--- src/rtl/mips_cpu_regfile_pkg.sv ---
// Shared types and the partial-load merge function for the register file.
// Both the write path and the bypass path use this one merge function.
package mips_cpu_regfile_pkg;

  typedef enum logic [2:0] {
    WR_WORD = 3'd0,
    WR_LB   = 3'd1,
    WR_LBU  = 3'd2,
    WR_LH   = 3'd3,
    WR_LHU  = 3'd4,
    WR_LWL  = 3'd5,
    WR_LWR  = 3'd6,
    WR_RSVD = 3'd7
  } wr_op_e;

  localparam int REG_ZERO = 0;
  localparam int REG_V0   = 2;

  typedef struct packed {
    logic [31:0] val;
    logic        suppress;
  } merge_t;

  function automatic merge_t merge_word(
    input logic [31:0] old,
    input logic [31:0] d,
    input wr_op_e      op,
    input logic [1:0]  b
  );
    merge_t      m;
    logic [7:0]  by;
    logic [15:0] hw;
    by = d[{b, 3'b000} +: 8];
    hw = b[1] ? d[31:16] : d[15:0];
    m.val = d;
    m.suppress = 1'b0;
    case (op)
      WR_LB:  m.val = {{24{by[7]}}, by};
      WR_LBU: m.val = {24'h0, by};
      WR_LH: begin
        m.val = {{16{hw[15]}}, hw};
        m.suppress = b[0];
      end
      WR_LHU: begin
        m.val = {16'h0, hw};
        m.suppress = b[0];
      end
      WR_LWL: begin
        case (b)
          2'd0: m.val = {d[7:0], old[23:0]};
          2'd1: m.val = {d[15:0], old[15:0]};
          2'd2: m.val = {d[23:0], old[7:0]};
          default: m.val = d;
        endcase
      end
      WR_LWR: begin
        case (b)
          2'd0: m.val = d;
          2'd1: m.val = {old[31:24], d[31:8]};
          2'd2: m.val = {old[31:16], d[31:16]};
          default: m.val = {old[31:8], d[31:24]};
        endcase
      end
      default: m.val = d;
    endcase
    return m;
  endfunction

endpackage

--- src/rtl/mips_cpu_regfile_sb_if.sv ---
// Decode/writeback side bundle of the scoreboarded register file.
// master = core driving reads/writes/issues, slave = register file.
interface mips_cpu_regfile_sb_if #(
  parameter int NREG = 32,
  parameter int NRD  = 2
);
  localparam int AW = $clog2(NREG);

  logic [NRD*AW-1:0] rd_addr;
  logic [NRD*32-1:0] rd_data;
  logic [NRD-1:0]    rd_busy;
  logic [NRD-1:0]    rd_use;
  logic              stall;
  logic              wr_en;
  logic [AW-1:0]     wr_addr;
  logic [31:0]       wr_data;
  logic [2:0]        wr_op;
  logic [1:0]        wr_vaddr;
  logic              wr_ld_done;
  logic              ld_issue;
  logic [AW-1:0]     ld_dest;
  logic              err_misalign;
  logic [31:0]       regv0;

  modport master (
    output rd_addr, rd_use,
    output wr_en, wr_addr, wr_data,
    output wr_op, wr_vaddr, wr_ld_done,
    output ld_issue, ld_dest,
    input  rd_data, rd_busy, stall,
    input  err_misalign, regv0
  );

  modport slave (
    input  rd_addr, rd_use,
    input  wr_en, wr_addr, wr_data,
    input  wr_op, wr_vaddr, wr_ld_done,
    input  ld_issue, ld_dest,
    output rd_data, rd_busy, stall,
    output err_misalign, regv0
  );

endinterface

--- src/rtl/mips_cpu_load_merge.sv ---
// Combinational partial-load merge: (old, data, op, vaddr) -> (new, suppress).
// One instance feeds both the register write and the read bypass.
module mips_cpu_load_merge
  import mips_cpu_regfile_pkg::*;
(
  input  logic [31:0] old_val,
  input  logic [31:0] data,
  input  logic [2:0]  op,
  input  logic [1:0]  vaddr,
  output logic [31:0] new_val,
  output logic        suppress
);

  merge_t m;

  always_comb begin
    m = merge_word(old_val, data, wr_op_e'(op), vaddr);
  end

  assign new_val  = m.val;
  assign suppress = m.suppress;

endmodule

--- src/rtl/mips_cpu_regfile_sb.sv ---
// Multi-port register file with write-through bypass, load merge unit
// and a per-register pending-load scoreboard.
module mips_cpu_regfile_sb
  import mips_cpu_regfile_pkg::*;
#(
  parameter int NREG   = 32,
  parameter int NRD    = 2,
  parameter bit BYPASS = 1'b1
) (
  input logic                  clk,
  input logic                  rst_n,
  mips_cpu_regfile_sb_if.slave bus
);

  localparam int AW = $clog2(NREG);
  localparam logic [AW-1:0] R0 = REG_ZERO[AW-1:0];

  logic [NREG-1:0][31:0] regs;
  logic [NREG-1:0]       busy;
  logic                  err_q;

  logic [31:0] old_val;
  logic [31:0] mrg_val;
  logic        mrg_sup;
  logic        wr_fire;
  logic        ld_done;

  assign old_val = regs[bus.wr_addr];

  mips_cpu_load_merge u_merge (
    .old_val  (old_val),
    .data     (bus.wr_data),
    .op       (bus.wr_op),
    .vaddr    (bus.wr_vaddr),
    .new_val  (mrg_val),
    .suppress (mrg_sup)
  );

  assign wr_fire = bus.wr_en && (bus.wr_addr != R0) && !mrg_sup;
  assign ld_done = bus.wr_en && bus.wr_ld_done;

  for (genvar k = 0; k < NRD; k++) begin : g_rd
    logic [AW-1:0] ra;
    logic          hit;
    logic          done_hit;
    assign ra       = bus.rd_addr[k*AW +: AW];
    assign hit      = BYPASS && wr_fire && (bus.wr_addr == ra);
    assign done_hit = BYPASS && ld_done && (bus.wr_addr == ra);
    assign bus.rd_data[k*32 +: 32] =
      (ra == R0) ? 32'h0 :
      hit        ? mrg_val :
                   regs[ra];
    assign bus.rd_busy[k] = busy[ra] & ~done_hit;
  end

  assign bus.stall        = |(bus.rd_busy & bus.rd_use);
  assign bus.err_misalign = err_q;

  if (NREG > REG_V0) begin : g_v0
    assign bus.regv0 = regs[REG_V0[AW-1:0]];
  end else begin : g_no_v0
    assign bus.regv0 = 32'h0;
  end

  always_ff @(posedge clk or negedge rst_n) begin
    if (!rst_n) begin
      regs  <= '0;
      err_q <= 1'b0;
    end else begin
      if (wr_fire) regs[bus.wr_addr] <= mrg_val;
      err_q <= bus.wr_en && mrg_sup;
    end
  end

  // Issue is applied after the clear so a same-cycle issue wins.
  always_ff @(posedge clk or negedge rst_n) begin
    if (!rst_n) begin
      busy <= '0;
    end else begin
      if (ld_done) busy[bus.wr_addr] <= 1'b0;
      if (bus.ld_issue && bus.ld_dest != R0)
        busy[bus.ld_dest] <= 1'b1;
    end
  end

endmodule

--- src/flat_wrapper.sv ---
// flat-port wrapper written by rule: the top's interface ports become plain ports
module mips_cpu_regfile_sb_flat import mips_cpu_regfile_pkg::*;
#(
  parameter int NREG   = 32,
  parameter int NRD    = 2,
  parameter bit BYPASS = 1'b1
)
  (clk, rst_n, bus_rd_addr, bus_rd_use, bus_wr_en, bus_wr_addr, bus_wr_data, bus_wr_op, bus_wr_vaddr, bus_wr_ld_done, bus_ld_issue, bus_ld_dest, bus_rd_data, bus_rd_busy, bus_stall, bus_err_misalign, bus_regv0);
  mips_cpu_regfile_sb_if #(.NREG(NREG), .NRD(NRD)) bus_i ();
  input logic clk;
  input logic rst_n;
  input wire logic [$bits(bus_i.rd_addr)-1:0] bus_rd_addr;
  input wire logic [$bits(bus_i.rd_use)-1:0] bus_rd_use;
  input wire logic [$bits(bus_i.wr_en)-1:0] bus_wr_en;
  input wire logic [$bits(bus_i.wr_addr)-1:0] bus_wr_addr;
  input wire logic [$bits(bus_i.wr_data)-1:0] bus_wr_data;
  input wire logic [$bits(bus_i.wr_op)-1:0] bus_wr_op;
  input wire logic [$bits(bus_i.wr_vaddr)-1:0] bus_wr_vaddr;
  input wire logic [$bits(bus_i.wr_ld_done)-1:0] bus_wr_ld_done;
  input wire logic [$bits(bus_i.ld_issue)-1:0] bus_ld_issue;
  input wire logic [$bits(bus_i.ld_dest)-1:0] bus_ld_dest;
  output wire logic [$bits(bus_i.rd_data)-1:0] bus_rd_data;
  output wire logic [$bits(bus_i.rd_busy)-1:0] bus_rd_busy;
  output wire logic [$bits(bus_i.stall)-1:0] bus_stall;
  output wire logic [$bits(bus_i.err_misalign)-1:0] bus_err_misalign;
  output wire logic [$bits(bus_i.regv0)-1:0] bus_regv0;
  assign bus_i.rd_addr = bus_rd_addr;
  assign bus_i.rd_use = bus_rd_use;
  assign bus_i.wr_en = bus_wr_en;
  assign bus_i.wr_addr = bus_wr_addr;
  assign bus_i.wr_data = bus_wr_data;
  assign bus_i.wr_op = bus_wr_op;
  assign bus_i.wr_vaddr = bus_wr_vaddr;
  assign bus_i.wr_ld_done = bus_wr_ld_done;
  assign bus_i.ld_issue = bus_ld_issue;
  assign bus_i.ld_dest = bus_ld_dest;
  assign bus_rd_data = bus_i.rd_data;
  assign bus_rd_busy = bus_i.rd_busy;
  assign bus_stall = bus_i.stall;
  assign bus_err_misalign = bus_i.err_misalign;
  assign bus_regv0 = bus_i.regv0;
  mips_cpu_regfile_sb #(.NREG(NREG), .NRD(NRD), .BYPASS(BYPASS)) u_core (.clk(clk), .rst_n(rst_n), .bus(bus_i));
endmodule
--- config.mk ---
export PLATFORM = sky130hd
export DESIGN_NAME = mips_cpu_regfile_sb_flat
export DESIGN_NICKNAME = d
export VERILOG_FILES = /design/src/rtl/mips_cpu_regfile_pkg.sv /design/src/rtl/mips_cpu_regfile_sb_if.sv /design/src/rtl/mips_cpu_load_merge.sv /design/src/rtl/mips_cpu_regfile_sb.sv /design/src/flat_wrapper.sv
export SDC_FILE = /design/constraint.sdc
export NUM_CORES = 2
export LEC_CHECK = 0
export CAP_MARGIN = 30
export CORE_MARGIN = 1.5
export CORE_UTILIZATION = 65
export CTS_BUF_LIST = sky130_fd_sc_hd__clkbuf_8
export DETAILED_ROUTE_END_ITERATION = 10
export MAX_ROUTING_LAYER = met4
export PLACE_DENSITY_LB_ADDON = 0.05
export RECOVER_POWER = 50
export SYNTH_ARGS = -nofsm -noshare
export SYNTH_HDL_FRONTEND = slang
export SYNTH_SLANG_ARGS = --single-unit
--- constraint.sdc ---
create_clock -name clk -period 6.5 [get_ports clk]
set_input_delay 1.3 -clock clk [delete_from_list [all_inputs] [get_ports clk]]
set_output_delay 1.3 -clock clk [all_outputs]
set_load 0.05 [all_outputs]
==> summary.txt <==
Synth
  • Prevailing post-synth register cell: dfrtp_1
  • Synth top cells by count: 1057 x dfrtp_1, 665 x mux4_2, 493 x o21ai_0, 490 x nand2_1, 483 x mux2_2
  • Sequential area share after synthesis: 39.3%
  • Distinct cells, synth: 84
  • Synthesis Warnings: 0
  • Area share of the largest cell type after synthesis: 39.3%
  • Synth Area per Inst: 12.4 um2
  • Top post-synthesis cells by area: dfrtp_1 39%, mux4_2 22%, mux2_2 8.1%
  • Cell taking the most area after synthesis: dfrtp_1
  • Top-count cell post-synth: dfrtp_1
  • Net Count, Synth: 5508
  • Mapped Cells: 5444
  • Flops & latches, synth: 1057
  • EDFF count, synth: 0
  • Ys async rst share: 100%
  • Cell area after synthesis: 67300 um2

Route
  • TritonRoute pass-1 iters: 9
  • DRT iter0 DRCs: 8843
  • Post-DRT Antenna Nets: 0
  • Via count: 55134
  • Drt wl/cell: 38.3 um
  • Routed vias/inst: 7.89
  • Final Routed Wirelength: 268000 um
  • Post-route DRC: 0

STA
  • Setup ws final: 0.0738 ns
  • Setup Viol. Count Final: 0
  • Clk_skew: 0.0432 ns
  • Setup TNS Final: 0 ns
  • Fin. max-slew vios: 85
  • Max Clk Rate: 0.156 GHz
  • Hold Fails Final Rpt: 0
  • Post-route clock period utilization: 98.9%
  • Tmin final: 6.43 ns
  • Hold WS: 0.415 ns
  • Rel. slew slack: -261%
  • RSZ-0062 raised after global routing: false
  • Slew @ Worst Pin: 5.42 ns

Worst setup path
  • Crit path arrival time: 5.13 ns
  • Crit-path max FO: 22
  • Setup CP Type: input pin to output port
  • CP required: 5.20 ns
  • CP peak stage delay: 1.07 ns
  • Worst path bufs/invs: 3
  • Critical-path top delay cell: clkdlybuf4s50_1
  • CP top delay family: simple AND/OR/NAND/NOR gates
  • CP Capture Type: output port
  • Worst path cell trace: clkdlybuf4s50_1, nand4b_1, and3_1, and4_2, buf_4, nor3_1, a21oi_1, buf_12
  • Crit path launch type: input pin

Clock network
  • CTS Sinks: 1057
  • # Post-CTS Setup Buffers: 0
  • Num CTS Buffers: 179
  • Post_cts resized: 0
  • Cts hold-fix bufs: 0
  • Clock Root Buffer: clkbuf_8
  • Worst-Skew Late Latency: 0.92 ns
  • Clk pin slew, worst setup/hold paths: 0.06 ns
  • TritonCTS clock tree: yes
  • H-Tree Depth: 4
  • Maximum buffer depth of the clock tree: 3

Final layout
  • Area delta synth->final: 11.0%
  • Filler cell count: 7062
  • Post-Layout Cell Count: 6988
  • Seq. cell area: 26500 um2
  • Footprint of the multi-input gates: 37800 um2
  • Post-layout util: 73.1%
  • Final net count: 5521
  • Layout cells sized above 1: 34.7%

Global route
  • First-pass GRT wire length: 385000 um
  • Vias in the first global route: 54117
  • GR Overflow Total: 0
  • Largest net degree at the start of global routing: 168
  • All-Layer GR Usage: 52.5%
  • Antenna violations before repair: 14

Job
  • Max Cap Violations: 1

Floorplanning
  • Top Ports: 164
  • Die Area: 106000 um2
  • Die Y: 325 um
  • Die width: 325 um
  • Starting Density: 65.9%
  • CORE AREA: 102000 um2
  • Row count: 117

Power
  • PD cells: 304 nW/um2
  • Leakage: 31.7 nW
  • Worst VDD drop: 299 uV

Place
  • Placed cells: 6642
  • Routability cong.: 1.06
  • DP Wirelength: 174000 um
  • Worst slack, placed: 0.332 ns
  • IO buf count: 163

Worst hold path
  • Worst hold path class: flop to flop

Outcome
  • Status: finished with violations
  • Failing checks: capacitance limit, slew limit
-- where the power goes --
part / total (mW) / internal [mW] / switching, mW
logic: 6.87 / 3.45 / 3.42
registers: 9.40 / 7.95 / 1.45
clock network: 6.48 / 3.54 / 2.94
total: 22.7 / 14.9 / 7.80
-- registers in the layout, summed over array words and instances, names as in the netlist --
name	flops
u_core.busy	32
u_core.regs	992
u_core.bus.regv0	32
u_core.bus.err_misalign	1
-- logic make-up (layout without fill, tap and decap cells) --
kind of cell,Yosys count,after routing,synth area share (%)
other,0,18,0
flip-flops,1057,1057,39.3
buffers and inverters,627,785,4.97
AO/OA/AOI/OAI,1180,1180,10.7
XOR/XNOR,10,10,0.130
AND/OR/NAND/NOR,895,895,6.13
multiplexers,1675,1675,38.8
-- worst register-to-register path: cells and delay by family (launching register included) --
family,cells,cell delay [ns]
flip-flops,1,0.45
AO/OA/AOI/OAI,5,1.60
multiplexers,1,0.48
buffers and inverters,1,0.39
-- placed cells by master, fill, tap and decap left out, types with 25 or more instances in the layout --
cell / n
o21ai_0: 491
and3_1: 28
buf_12: 94
nor3_1: 25
o22ai_1: 194
mux2i_1: 457
clkdlybuf4s50_1: 82
nor4_1: 31
nand2_1: 484
mux2_4: 65
nand3_1: 35
buf_4: 253
inv_1: 61
mux4_2: 665
nor2_1: 123
nor2_4: 29
nand2b_1: 28
a22oi_1: 159
dfrtp_1: 1057
mux2_2: 483
clkbuf_8: 234
a21oi_1: 163
-- layer usage --
layer / vias up / share of wire [%] / track usage (%)
li1: 21162 / - / -
met1: 27583 / 33 / 64.0
met2: 4883 / 42 / 71.3
met3: 1506 / 14 / 18.8
met4: 0 / 9.8 / 40.3
met5: - / 0 / -
-- worst paths after layout --
kind                                        end  slack (ns)  cells past startpoint                 start
setup / recovery                bus_rd_data[40]        0.07                      8          bus_wr_op[2]
hold / removal                  u_core.regs[11]        0.42                      0       u_core.regs[11]
setup reg to reg               u_core.regs[862]        3.42                      7  u_core.bus.regv0[30]
hold reg to reg                 u_core.regs[11]        0.42                      0       u_core.regs[11]
max in group asynchronous  u_core.bus.regv0[26]        0.98                      3                 rst_n
min in group asynchronous      u_core.regs[950]        2.37                      1                 rst_n
-- layout make-up --
type,instances,share of cell area (%)
Sequential cell,1057,35.4
Multi-Input combinational cell,3760,50.6
Antenna cell,18,0.0603
Clock inverter,92,0.840
Tap cell,1368,2.29
Clock buffer,234,4.31
Timing Repair Buffer,453,6.43
Inverter,6,0.0301
-- per-stage QoR --
step | power, mW | cell area, um2
detailed placement | 16.1 | 70900
global route | 23.5 | 74700
floorplan | 13.7 | 67300
CTS | 22.5 | 74700
global placement | 15.9 | 70800
finish | 22.7 | 74700
(Power assumes the default switching activity.)
==> RTL change (same settings) <==
`NRD` is set to 2 in 3 places; all go to 1.
--- a/src/rtl/mips_cpu_regfile_sb_if.sv
+++ b/src/rtl/mips_cpu_regfile_sb_if.sv
@@ -2,7 +2,7 @@
 // master = core driving reads/writes/issues, slave = register file.
 interface mips_cpu_regfile_sb_if #(
   parameter int NREG = 32,
-  parameter int NRD  = 2
+  parameter int NRD  = 1
 );
   localparam int AW = $clog2(NREG);
 
--- a/src/rtl/mips_cpu_regfile_sb.sv
+++ b/src/rtl/mips_cpu_regfile_sb.sv
@@ -4,7 +4,7 @@
   import mips_cpu_regfile_pkg::*;
 #(
   parameter int NREG   = 32,
-  parameter int NRD    = 2,
+  parameter int NRD    = 1,
   parameter bit BYPASS = 1'b1
 ) (
   input logic                  clk,
--- a/src/flat_wrapper.sv
+++ b/src/flat_wrapper.sv
@@ -2,7 +2,7 @@
 module mips_cpu_regfile_sb_flat import mips_cpu_regfile_pkg::*;
 #(
   parameter int NREG   = 32,
-  parameter int NRD    = 2,
+  parameter int NRD    = 1,
   parameter bit BYPASS = 1'b1
 )
   (clk, rst_n, bus_rd_addr, bus_rd_use, bus_wr_en, bus_wr_addr, bus_wr_data, bus_wr_op, bus_wr_vaddr, bus_wr_ld_done, bus_ld_issue, bus_ld_dest, bus_rd_data, bus_rd_busy, bus_stall, bus_err_misalign, bus_regv0);
Interface: changed (resized bus_rd_addr, bus_rd_busy, bus_rd_data and bus_rd_use); port bits go from 164 to 125. The function was not compared with the original's and may differ.
==> RTL change against the original RTL <==
  * Design area down 15%
  * Die area down 15%
  * Count of clock-buffer cells in the layout shrank 12
  * Utilization down 0.36 points
  * Wire length fell by 25%
  * Worst setup slack better by 0.27 ns
  * Power shrank 13%
  * Sequential cell count stayed put
  * Sequential share of layout area grew 6.3 points
  * Final cell count down 13%
  * Synthesized area is 15% lower
  * The run still ends with max-capacitance violations, max-slew violations left
==> RTL change: results (changes against the original RTL) <==
Parameter                              Value

Logic synthesis
  Top cells by area in the synthesized netlist ... sky130_fd_sc_hd__dfrtp_1 46%, sky130_fd_sc_hd__mux4_2 18%, sky130_fd_sc_hd__mux2_2 7.7%, sky130_fd_sc_hd__o21ai_0 6.0%, sky130_fd_sc_hd__mux2i_1 5.1%
  List of most frequent post-synthesis cells ... 1057 x sky130_fd_sc_hd__dfrtp_1, 682 x sky130_fd_sc_hd__o21ai_0, 673 x sky130_fd_sc_hd__nand2_1
  Synthesized area per cell ... 12.0 um^2 (-3.2%)
  Post-synthesis sequential area ratio ... 46.1% (+6.8 points)

Clock tree
  Inserted Clock Buffers ... 177 (-1.1%)

Power
  Maximum VDD drop ... 0.334 mV (+12%)
  Portion of total power attributed to sequential cells ... 45.0% (+3.7 points)
  Cell leakage power ... 28.0 nW (-12%)
  Combinational cell fraction of total power ... 24.5% (-5.7 points)
  Share of total power consumed by net switching ... 32.2% (-2.1 points)

Placed design
  Post-DP HPWL ... 127 mm (-27%)
  Routability Congestion ... 1.00 (-5.5%)
  Placement-stage worst setup slack ... 0.472 ns (+0.140 ns)
  Total cell area at the placement stage ... 59900 um^2 (-16%)

Critical path
  Worst R2R Path Depth ... 9 (+2)
  Largest stage delay on the critical path ... 0.73 ns (-0.34 ns)
  Endpoint arrival time on the critical path ... 4.85 ns (-0.28 ns)
  R2R Path End ... u_core.regs[209]$_DFFE_PN0P_
  Gate family responsible for the most delay along the worst path ... buffers and inverters
  Crit Reg-Reg Startpoint ... u_core.bus.regv0[17]$_DFFE_PN0P_
  Max FO, Critical Path ... 24 (+9.1%)

Global routing
  Global routing met2 resource utilization ... 64.8% (-6.5 points)
  Met3 Resource Use GR ... 16.1% (-2.7 points)
  Pin count of the biggest net entering global routing ... 163 (-3.0%)
  Wire length of the first global-routing pass ... 294 mm (-24%)
  Met1 routing resource usage after global routing ... 62.5% (-1.5 points)

Drt
  Detailed-route via count ... 44200 (-20%)
  Iter 0 DRT Violations ... 6736 (-24%)
  Routed wire length ... 200 mm (-25%)
  Routed len/inst ... 33.1 um (-14%)
  Metal1 wirelength ... 73.8 mm (-17%)

Cells and area
  Proportion of layout cells with a drive suffix above 1 ... 29.9% (-4.8 points)
  Count of filler cells inserted in the layout ... 6131 (-13%)

STA
  Hold slack ... 0.397 ns (-0.0184 ns)
  Clock Skew ... 0.0277 ns (-0.0155 ns)
  Number of max-slew violations in the final report ... 894 (+950%)
  Time the final worst path needs with I/O delays and setup ... 6.15 ns (-0.271 ns)

Run status
  Status ... finished with violations
  Failing checks ... max-capacitance violations, max-slew violations

Flow run
  Max-cap violations ... 11 (+10)
[RTL change: cell count changes after synthesis, moves of 25 or more]
| cell | before | now |
|---|---|---|
| sky130_fd_sc_hd__nor2_1 | 134 | 63 |
| sky130_fd_sc_hd__a21oi_1 | 163 | 68 |
| sky130_fd_sc_hd__mux2_4 | 65 | 3 |
| sky130_fd_sc_hd__o22ai_1 | 196 | 116 |
| sky130_fd_sc_hd__buf_2 | 142 | 113 |
| sky130_fd_sc_hd__o21ai_0 | 493 | 682 |
| sky130_fd_sc_hd__nand2_1 | 490 | 673 |
| sky130_fd_sc_hd__mux2i_1 | 457 | 291 |
| sky130_fd_sc_hd__mux4_2 | 665 | 471 |
| sky130_fd_sc_hd__mux2_2 | 483 | 393 |
| sky130_fd_sc_hd__o21ai_1 | 4 | 51 |
| sky130_fd_sc_hd__and3_1 | 30 | 5 |
| sky130_fd_sc_hd__a22oi_1 | 160 | 28 |
| sky130_fd_sc_hd__buf_6 | 60 | 20 |
[RTL change: logic make-up (layout without fill, tap and decap cells)]
family / after synthesis / after routing / share of synthesized area [%]
AOI/OAI and AO/OA: 1105 / 1105 / 11.0
xor gates and xnor gates: 5 / 5 / 0.0764
buffers and inverters: 562 / 658 / 4.60
DFF: 1057 / 1057 / 46.1
muxes: 1158 / 1158 / 31.4
other: 0 / 18 / 0
and+or+nand+nor: 902 / 902 / 6.82
[RTL change: layout make-up]
type,instances,area (um^2),share of cell area [%]
multi-input combinational,3170,28500,44.9
tap,1155,1450,2.28
antenna,18,45.0,0.0710
inverter,9,33.8,0.0533
timing repair buffer,331,3410,5.38
sequential,1057,26500,41.7
clock inverter,96,519,0.819
clock buffer,222,3060,4.82
